$ cat config.mk
export PLATFORM = sky130hd
export DESIGN_NAME = ahblite_slave_mux_ng
export DESIGN_NICKNAME = d
export VERILOG_FILES = /design/src/rtl/ahb_pkg.sv /design/src/rtl/ahb_default_slave.sv /design/src/rtl/ahblite_slave_mux_ng.sv
export SDC_FILE = /design/constraint.sdc
export NUM_CORES = 1
export LEC_CHECK = 0
export CAP_MARGIN = 5
export CORE_AREA = 2 2 85 87
export CTS_CLUSTER_DIAMETER = 120
export CTS_CLUSTER_SIZE = 24
export DETAILED_ROUTE_END_ITERATION = 6
export DIE_AREA = 0 0 87 89
export MAX_ROUTING_LAYER = met4
export PLACE_DENSITY_LB_ADDON = 0.05
export SLEW_MARGIN = 10
export SYNTH_ARGS = -nofsm -noshare
export SYNTH_HDL_FRONTEND = slang
export SYNTH_HIERARCHICAL = 1
export SYNTH_SLANG_ARGS = --single-unit
$ cat constraint.sdc
create_clock -name HCLK -period 2.26 [get_ports HCLK]
set_input_delay 0.452 -clock HCLK [delete_from_list [all_inputs] [get_ports HCLK]]
set_output_delay 0.452 -clock HCLK [all_outputs]
set_load 0.01 [all_outputs]
$ cat src/rtl/ahb_pkg.sv
// ---------------------------------------------------------------------------
// ahb_pkg
// Shared AHB-Lite definitions for the slave response mux and its default
// slave: HTRANS encodings, HRESP encodings, the default-slave state type and
// a small helper that says whether an HTRANS value starts a real transfer.
// ---------------------------------------------------------------------------
package ahb_pkg;

    localparam logic [1:0] HTRANS_IDLE   = 2'b00;
    localparam logic [1:0] HTRANS_BUSY   = 2'b01;
    localparam logic [1:0] HTRANS_NONSEQ = 2'b10;
    localparam logic [1:0] HTRANS_SEQ    = 2'b11;

    localparam logic HRESP_OKAY  = 1'b0;
    localparam logic HRESP_ERROR = 1'b1;

    // Default-slave response sequence: IDLE (not responding), then the two
    // cycles of an AHB ERROR response.
    typedef enum logic [1:0] {
        IDLE = 2'd0,
        ERR1 = 2'd1,
        ERR2 = 2'd2
    } ds_state_t;

    // NONSEQ and SEQ are the only transfer types that need a slave response.
    function automatic logic htrans_active(input logic [1:0] htrans);
        return (htrans == HTRANS_NONSEQ) || (htrans == HTRANS_SEQ);
    endfunction

endpackage

$ cat src/rtl/ahb_default_slave.sv
// ---------------------------------------------------------------------------
// ahb_default_slave
// Built-in default slave for the AHB-Lite response mux. An active transfer
// whose HSEL is not one-hot receives the standard two-cycle ERROR response.
//
// Ports:
//   HCLK, HRESET   bus clock, async active-high reset
//   HREADY         bus-level HREADY; addresses are only accepted when high
//   HTRANS         master address-phase transfer type
//   hsel_valid     1 when the decoder HSEL is exactly one-hot
//   ds_hreadyout   default-slave ready (low in the first ERROR cycle)
//   ds_hresp       default-slave response
//   ds_active      1 while the default slave owns the data phase
// ---------------------------------------------------------------------------
module ahb_default_slave
    import ahb_pkg::*;
(
    input  logic       HCLK,
    input  logic       HRESET,
    input  logic       HREADY,
    input  logic [1:0] HTRANS,
    input  logic       hsel_valid,
    output logic       ds_hreadyout,
    output logic       ds_hresp,
    output logic       ds_active
);

    ds_state_t state_q;
    ds_state_t state_d;
    ds_state_t capture_state;

    // State register; reset drops straight back to IDLE so no partial ERROR
    // cycle can leak out after a reset.
    always_ff @(posedge HCLK or posedge HRESET) begin
        if (HRESET) begin
            state_q <= IDLE;
        end else begin
            state_q <= state_d;
        end
    end

    // Next state and outputs. ERR1 always advances to ERR2 because the low
    // HREADYOUT in ERR1 is what stalls the bus; IDLE and ERR2 re-evaluate the
    // new address phase whenever HREADY allows it to be accepted.
    always_comb begin
        capture_state = (htrans_active(HTRANS) && !hsel_valid) ? ERR1 : IDLE;
        state_d       = state_q;
        ds_hreadyout  = 1'b1;
        ds_hresp      = HRESP_OKAY;
        ds_active     = 1'b0;
        case (state_q)
            IDLE: begin
                if (HREADY) begin
                    state_d = capture_state;
                end
            end
            ERR1: begin
                ds_hreadyout = 1'b0;
                ds_hresp     = HRESP_ERROR;
                ds_active    = 1'b1;
                state_d      = ERR2;
            end
            ERR2: begin
                ds_hresp  = HRESP_ERROR;
                ds_active = 1'b1;
                if (HREADY) begin
                    state_d = capture_state;
                end
            end
            default: begin
                state_d = IDLE;
            end
        endcase
    end

endmodule

$ cat src/rtl/ahblite_slave_mux_ng.sv
// ---------------------------------------------------------------------------
// ahblite_slave_mux_ng
// Parametrised AHB-Lite data-phase response mux for NPORT slaves with a
// built-in default slave. The one-hot HSEL is registered at each accepted
// address phase and the selected slave's HREADYOUT/HRESP/HRDATA are steered
// to the master. Transfers with no or multiple selects get an ERROR.
//
// Optional feature macro: AHB_SLVMUX_WDOG_EN
//   When defined, a saturating stall watchdog raises a sticky WDOG_FLAG and
//   records the stalling port in WDOG_PORT once a slave has held HREADYOUT
//   low for TIMEOUT+1 cycles. Bus responses are never altered by it.
//   When undefined, WDOG_FLAG/WDOG_PORT are tied 0 and WDOG_CLR is unused.
//
// Parameters: NPORT (1..16), DW (HRDATA width), TIMEOUT (watchdog limit)
// Ports:
//   HCLK, HRESET   bus clock, async active-high reset
//   HREADY         bus-level HREADY (this block's HREADYOUT fed back)
//   HTRANS         master HTRANS, address phase
//   HSEL           decoder selects, bit i = port i
//   HREADYOUT_S    per-slave HREADYOUT
//   HRESP_S        per-slave HRESP
//   HRDATA_S       per-slave HRDATA, port i at [i*DW +: DW]
//   HREADYOUT      muxed ready to the master
//   HRESP          muxed response
//   HRDATA         muxed read data
//   WDOG_FLAG      sticky stall-timeout flag
//   WDOG_PORT      index of the port that timed out
//   WDOG_CLR       clears WDOG_FLAG/WDOG_PORT
// ---------------------------------------------------------------------------
module ahblite_slave_mux_ng
    import ahb_pkg::*;
#(
    parameter int NPORT   = 5,
    parameter int DW      = 32,
    parameter int TIMEOUT = 256
) (
    input  logic                HCLK,
    input  logic                HRESET,
    input  logic                HREADY,
    input  logic [1:0]          HTRANS,
    input  logic [NPORT-1:0]    HSEL,
    input  logic [NPORT-1:0]    HREADYOUT_S,
    input  logic [NPORT-1:0]    HRESP_S,
    input  logic [NPORT*DW-1:0] HRDATA_S,
    output logic                HREADYOUT,
    output logic                HRESP,
    output logic [DW-1:0]       HRDATA,
    output logic                WDOG_FLAG,
    output logic [3:0]          WDOG_PORT,
    input  logic                WDOG_CLR
);

    localparam logic [NPORT-1:0] ONE = NPORT'(1);

    logic [NPORT-1:0] sel_q;
    logic             hsel_onehot;
    logic             ds_hreadyout;
    logic             ds_hresp;
    logic             ds_active;
    logic             mux_ready;
    logic             mux_resp;
    logic [DW-1:0]    mux_data;
    logic [DW-1:0]    data_term [NPORT];

    // x & (x-1) clears the lowest set bit, so a non-zero value that becomes
    // zero had exactly one bit set.
    assign hsel_onehot = (HSEL != '0) && ((HSEL & (HSEL - ONE)) == '0);

    // Data-phase select. Only a clean one-hot select is kept; anything else
    // is stored as zero so the slave mux outputs nothing while the default
    // slave (or the idle response) owns the data phase.
    always_ff @(posedge HCLK or posedge HRESET) begin
        if (HRESET) begin
            sel_q <= '0;
        end else if (HREADY) begin
            sel_q <= hsel_onehot ? HSEL : '0;
        end
    end

    ahb_default_slave u_default_slave (
        .HCLK         (HCLK),
        .HRESET       (HRESET),
        .HREADY       (HREADY),
        .HTRANS       (HTRANS),
        .hsel_valid   (hsel_onehot),
        .ds_hreadyout (ds_hreadyout),
        .ds_hresp     (ds_hresp),
        .ds_active    (ds_active)
    );

    // AND-OR mux: each port's data is masked by its select bit, so with a
    // one-hot sel_q the OR of all terms is the selected port's data.
    genvar gi;
    generate
        for (gi = 0; gi < NPORT; gi++) begin : g_mux
            assign data_term[gi] = HRDATA_S[gi*DW +: DW] & {DW{sel_q[gi]}};
        end
    endgenerate

    always_comb begin
        mux_data = '0;
        for (int p = 0; p < NPORT; p++) begin
            mux_data = mux_data | data_term[p];
        end
    end

    assign mux_ready = |(sel_q & HREADYOUT_S);
    assign mux_resp  = |(sel_q & HRESP_S);

    // Final response to the master: default slave first, then the selected
    // slave, otherwise a zero-wait OKAY for idle/busy or unselected phases.
    always_comb begin
        HREADYOUT = 1'b1;
        HRESP     = HRESP_OKAY;
        HRDATA    = '0;
        if (ds_active) begin
            HREADYOUT = ds_hreadyout;
            HRESP     = ds_hresp;
        end else if (sel_q != '0) begin
            HREADYOUT = mux_ready;
            HRESP     = mux_resp;
            HRDATA    = mux_data;
        end
    end

`ifdef AHB_SLVMUX_WDOG_EN
    localparam int             CW      = $clog2(TIMEOUT + 1);
    localparam logic [CW-1:0]  CNT_MAX = CW'(TIMEOUT);

    logic [CW-1:0] stall_cnt;
    logic [3:0]    sel_idx;
    logic          stalled;
    logic          wdog_flag_q;
    logic [3:0]    wdog_port_q;

    assign stalled = (sel_q != '0) && !mux_ready;

    // Binary index of the selected port, recorded when the watchdog fires.
    always_comb begin
        sel_idx = '0;
        for (int p = 0; p < NPORT; p++) begin
            if (sel_q[p]) begin
                sel_idx = 4'(p);
            end
        end
    end

    // Consecutive stall cycles of the selected slave, saturating at TIMEOUT.
    always_ff @(posedge HCLK or posedge HRESET) begin
        if (HRESET) begin
            stall_cnt <= '0;
        end else if (!stalled) begin
            stall_cnt <= '0;
        end else if (stall_cnt != CNT_MAX) begin
            stall_cnt <= stall_cnt + CW'(1);
        end
    end

    // Sticky flag; a set on the same edge as a clear takes priority so a
    // still-stalled slave cannot be silently cleared.
    always_ff @(posedge HCLK or posedge HRESET) begin
        if (HRESET) begin
            wdog_flag_q <= 1'b0;
            wdog_port_q <= '0;
        end else if (stall_cnt == CNT_MAX) begin
            wdog_flag_q <= 1'b1;
            wdog_port_q <= sel_idx;
        end else if (WDOG_CLR) begin
            wdog_flag_q <= 1'b0;
            wdog_port_q <= '0;
        end
    end

    assign WDOG_FLAG = wdog_flag_q;
    assign WDOG_PORT = wdog_port_q;
`else
    logic unused_wdog;

    assign WDOG_FLAG   = 1'b0;
    assign WDOG_PORT   = '0;
    assign unused_wdog = WDOG_CLR ^ (TIMEOUT == 0);
`endif

endmodule

==> results <==
## flip-flops by register name (all words and copies together) (netlist names)
| register | flops |
|---|---|
| sel_q | 5 |
| u_default_slave/state_q | 2 |
## synthesized netlist by cell type, types with 2 or more instances
master / n / share of area, %
a21oi_1: 2 / 0.64
a21oi_2: 30 / 17
a222oi_1: 34 / 22
a22oi_1: 34 / 16
buf_2: 9 / 2.9
buf_4: 6 / 2.9
buf_6: 5 / 3.6
clkbuf_1: 10 / 2.4
dfrtp_1: 7 / 11
ha_1: 5 / 4.0
inv_1: 13 / 3.1
nand2_1: 3 / 0.72
nand3b_1: 2 / 0.96
o211ai_1: 2 / 0.96
o32ai_1: 3 / 1.7
## power by group through the flow
stage	Sequential (mW)	Clock [mW]	Combinational (mW)
4_1_cts	0.148	0.173	0.722
6_report	0.148	0.172	0.712
3_5_place_dp	0.150	0	0.736
3_3_place_gp	0.150	0	0.724
5_1_grt	0.150	0.182	0.766
2_1_floorplan	0.154	0	0.267
## cells by family (layout without fill, tap and decap cells)
kind of cell,count (synthesis),count (layout),share of synthesized area (%)
multiplexers,3,3,2.09
adder cells (fa/ha/maj),5,5,4.01
AO/OA/AOI/OAI,111,111,61.7
buffers and inverters,43,250,14.9
other,1,5,0.241
flip-flops,7,7,11.2
XOR/XNOR,1,1,0.562
AND/OR/NAND/NOR,12,12,5.22
## placed cells by master (no fill, tap or decap), drive strengths merged, types with 2 or more instances in the layout
cell type and instances:
mux2 2, nor3 2, o32ai 3, conb 5
a222oi 34, clkdlybuf4s15 8, nand2 3, clkbuf 9
a22oi 34, inv 13, dlygate4sd2 21, buf 21
nand3b 2, clkdlybuf4s50 178, o21ai 2, o211ai 2
dfrtp 7, a21oi 32, ha 5
## worst max-delay path, cell delays in order (launching register included)
cell	delay (ns)
dfrtp_1	0.33
inv_1	0.05
ha_1	0.33
a31o_4	0.26
buf_12	0.16
a21oi_2	0.10
dlygate4sd2_1	0.29
## area by class of cell
class                      instances  share of cell area (%)
clock buffer                       4                    1.18
inverter                          13                    1.28
multi-input combinational        137                    30.6
sequential                         7                    4.60
tap                               80                    2.63
timing repair buffer             233                    59.7
## metrics by stage
step                      hold slack [ns]  area [um2]  TNS [ns]
final                               0.433        3800         0
after global routing                0.449        3800         0
after CTS                           0.437        3810         0
after detailed placement            0.598        3810    -0.805
after global placement              0.595        3810    -0.526
after floorplan                     0.193        1570         0
## what timing repair did
action	in CTS	in global routing
cloned	0	0
resized for setup	35	18
setup endpoints to repair	34	13
pin swaps	2	2
hold endpoints to repair	0	0
## per-layer routing
layer,GRT usage (%),vias to the layer above,wire [um]
met5,-,-,0
met4,4.40,0,104
met3,4.52,10,755
met2,40.5,117,4960
met1,23.9,1152,3390
li1,-,1195,-
## how the worst min path moves through the flow
stage | start | end | slack, ns
6_report | HRESET | u_default_slave/state_q[0] | 0.43
5_1_grt | HRESET | u_default_slave/state_q[0] | 0.45
4_1_cts | HRESET | u_default_slave/state_q[0] | 0.44
2_1_floorplan | HRESET | u_default_slave/state_q[0] | 0.19
3_3_place_gp | u_default_slave/state_q[1] | u_default_slave/state_q[1] | 0.60
3_5_place_dp | u_default_slave/state_q[1] | u_default_slave/state_q[1] | 0.60
==> summary.txt <==
Status
  – Outcome: finished, final reports clean

Synthesis
  – Seq cells post-synth: 7
  – Gate Count Post-Synth: about 180
  – Sequential area share after synthesis: 11.2%
  – Mapped Area: around 1600 um2
  – EDFF count, synth: 0
  – Synth async-reset ratio: between 90% and 100%
  – Synth Area per Inst: ~8.5 um2
  – Main synth FF type: dfrtp_1
  – YS warnings: 6
  – Synth unique cells: 33

Clock network
  – CTS Buffer Depth: 2
  – Clk sinks: 7
  – CTS Hold Bufs: 0
  – Num CTS Buffers: 3
  – Clock root cell: clkbuf_8
  – Worst-path clk slew: 0.04 ns
  – Setup Fix Bufs, Post-CTS: 0
  – Clk_lat worst skew: 0.22 ns
  – CTS tree: yes
  – CTS HTree Levels: 1

Layout
  – # diodes: 0
  – Final net count: just under 600
  – Area grow syn2layout: 144%
  – # fillers: between 600 and 700
  – Multi-input gate area: about 1200 um2
  – Share of layout cells above drive strength 1: around 16%
  – Post-Layout Cell Count: 474
  – Core Util, Final: between 50% and 60%
  – Register area: about 180 um2

Critical path
  – Critical Path End Type: primary output
  – Crit Reg-Reg Endpoint: u_default_slave/state_q[1]
  – CP Max Fanout: 16
  – WP data arrival: ~1.8 ns
  – Reg-to-reg setup timing slack: approximately 0.94 ns
  – WP data required: roughly 1.8 ns
  – Reg2Reg Launch Point: u_default_slave/state_q[0]
  – Crit path launch type: register
  – Kind of critical path: register to primary output
  – CP Launch Point: u_default_slave/state_q[0]
  – End point of the critical path: HRDATA[15]
  – Worst Reg-to-Reg Cells: 5

Timing
  – Final period util: between 90% and 100%
  – Final setup fails: 0
  – Final Max Slew Viols: 0
  – Clock skew: between 0.00003 and 0.00004 ns
  – Maximum clock rate: around 450 MHz
  – Final Hold Fails: 0
  – Crit path time final: ~2.2 ns
  – RSZ-0062 raised after global routing: no
  – Worst Setup Slack, final: 0.0576 ns

Global route
  – Total grt overflow: 0
  – GRT Total Usage: roughly 22%
  – Initial antenna violation count: 0
  – Number of global-route vias before repair: between 2000 and 2500
  – Pin count of the biggest net entering global routing: 24
  – First-pass GRT wire length: about 13000 um

Job
  – Max-Cap Viols: 0

Route
  – DR WL/cell: roughly 20 um
  – First drt pass iteration count: 6
  – Routed vias: ~2500
  – Vias per inst: between 5 and 6
  – Initial drt markers: a little under 200
  – ANT nets after route: 0
  – Final WL: about 9200 um
  – Drt drc: 0

Power and ir drop
  – Max VDD drop: around 0.26 mV
  – Internal Power: 719 uW
  – NetSw: between 300 and 400 uW
  – Sequential share of power: ~14%
  – Overall power: 1.03 mW
  – Clk pwr share: 16.6%
  – Lkg Pwr: 1.42 nW
  – Switching Fraction: 30.3%
  – Combinational share of power: 69.0%
  – Pwr dens: approximately 270 nW/um2

Placed design
  – PortBufs: approximately 210
  – Gpl congestion: about 0.8
  – Post-DP HPWL: between 7000 and 8000 um
  – Post-Place Worst Slack: -0.214 ns
  – Placed instance count: 470

Floorplanning
  – Initial cell density of the core: 23.2%
  – Cell Rows: 30
  – Die Width: 87 um
  – CORE AREA: 6720 um2
  – Full die area: 7740 um2
  – Chip Height: between 80 and 90 um
  – # IOs: between 200 and 250

Worst hold path
  – HP Class: input port to asynchronous set/reset pin
Note: power is estimated with default switching activity, not from simulation.
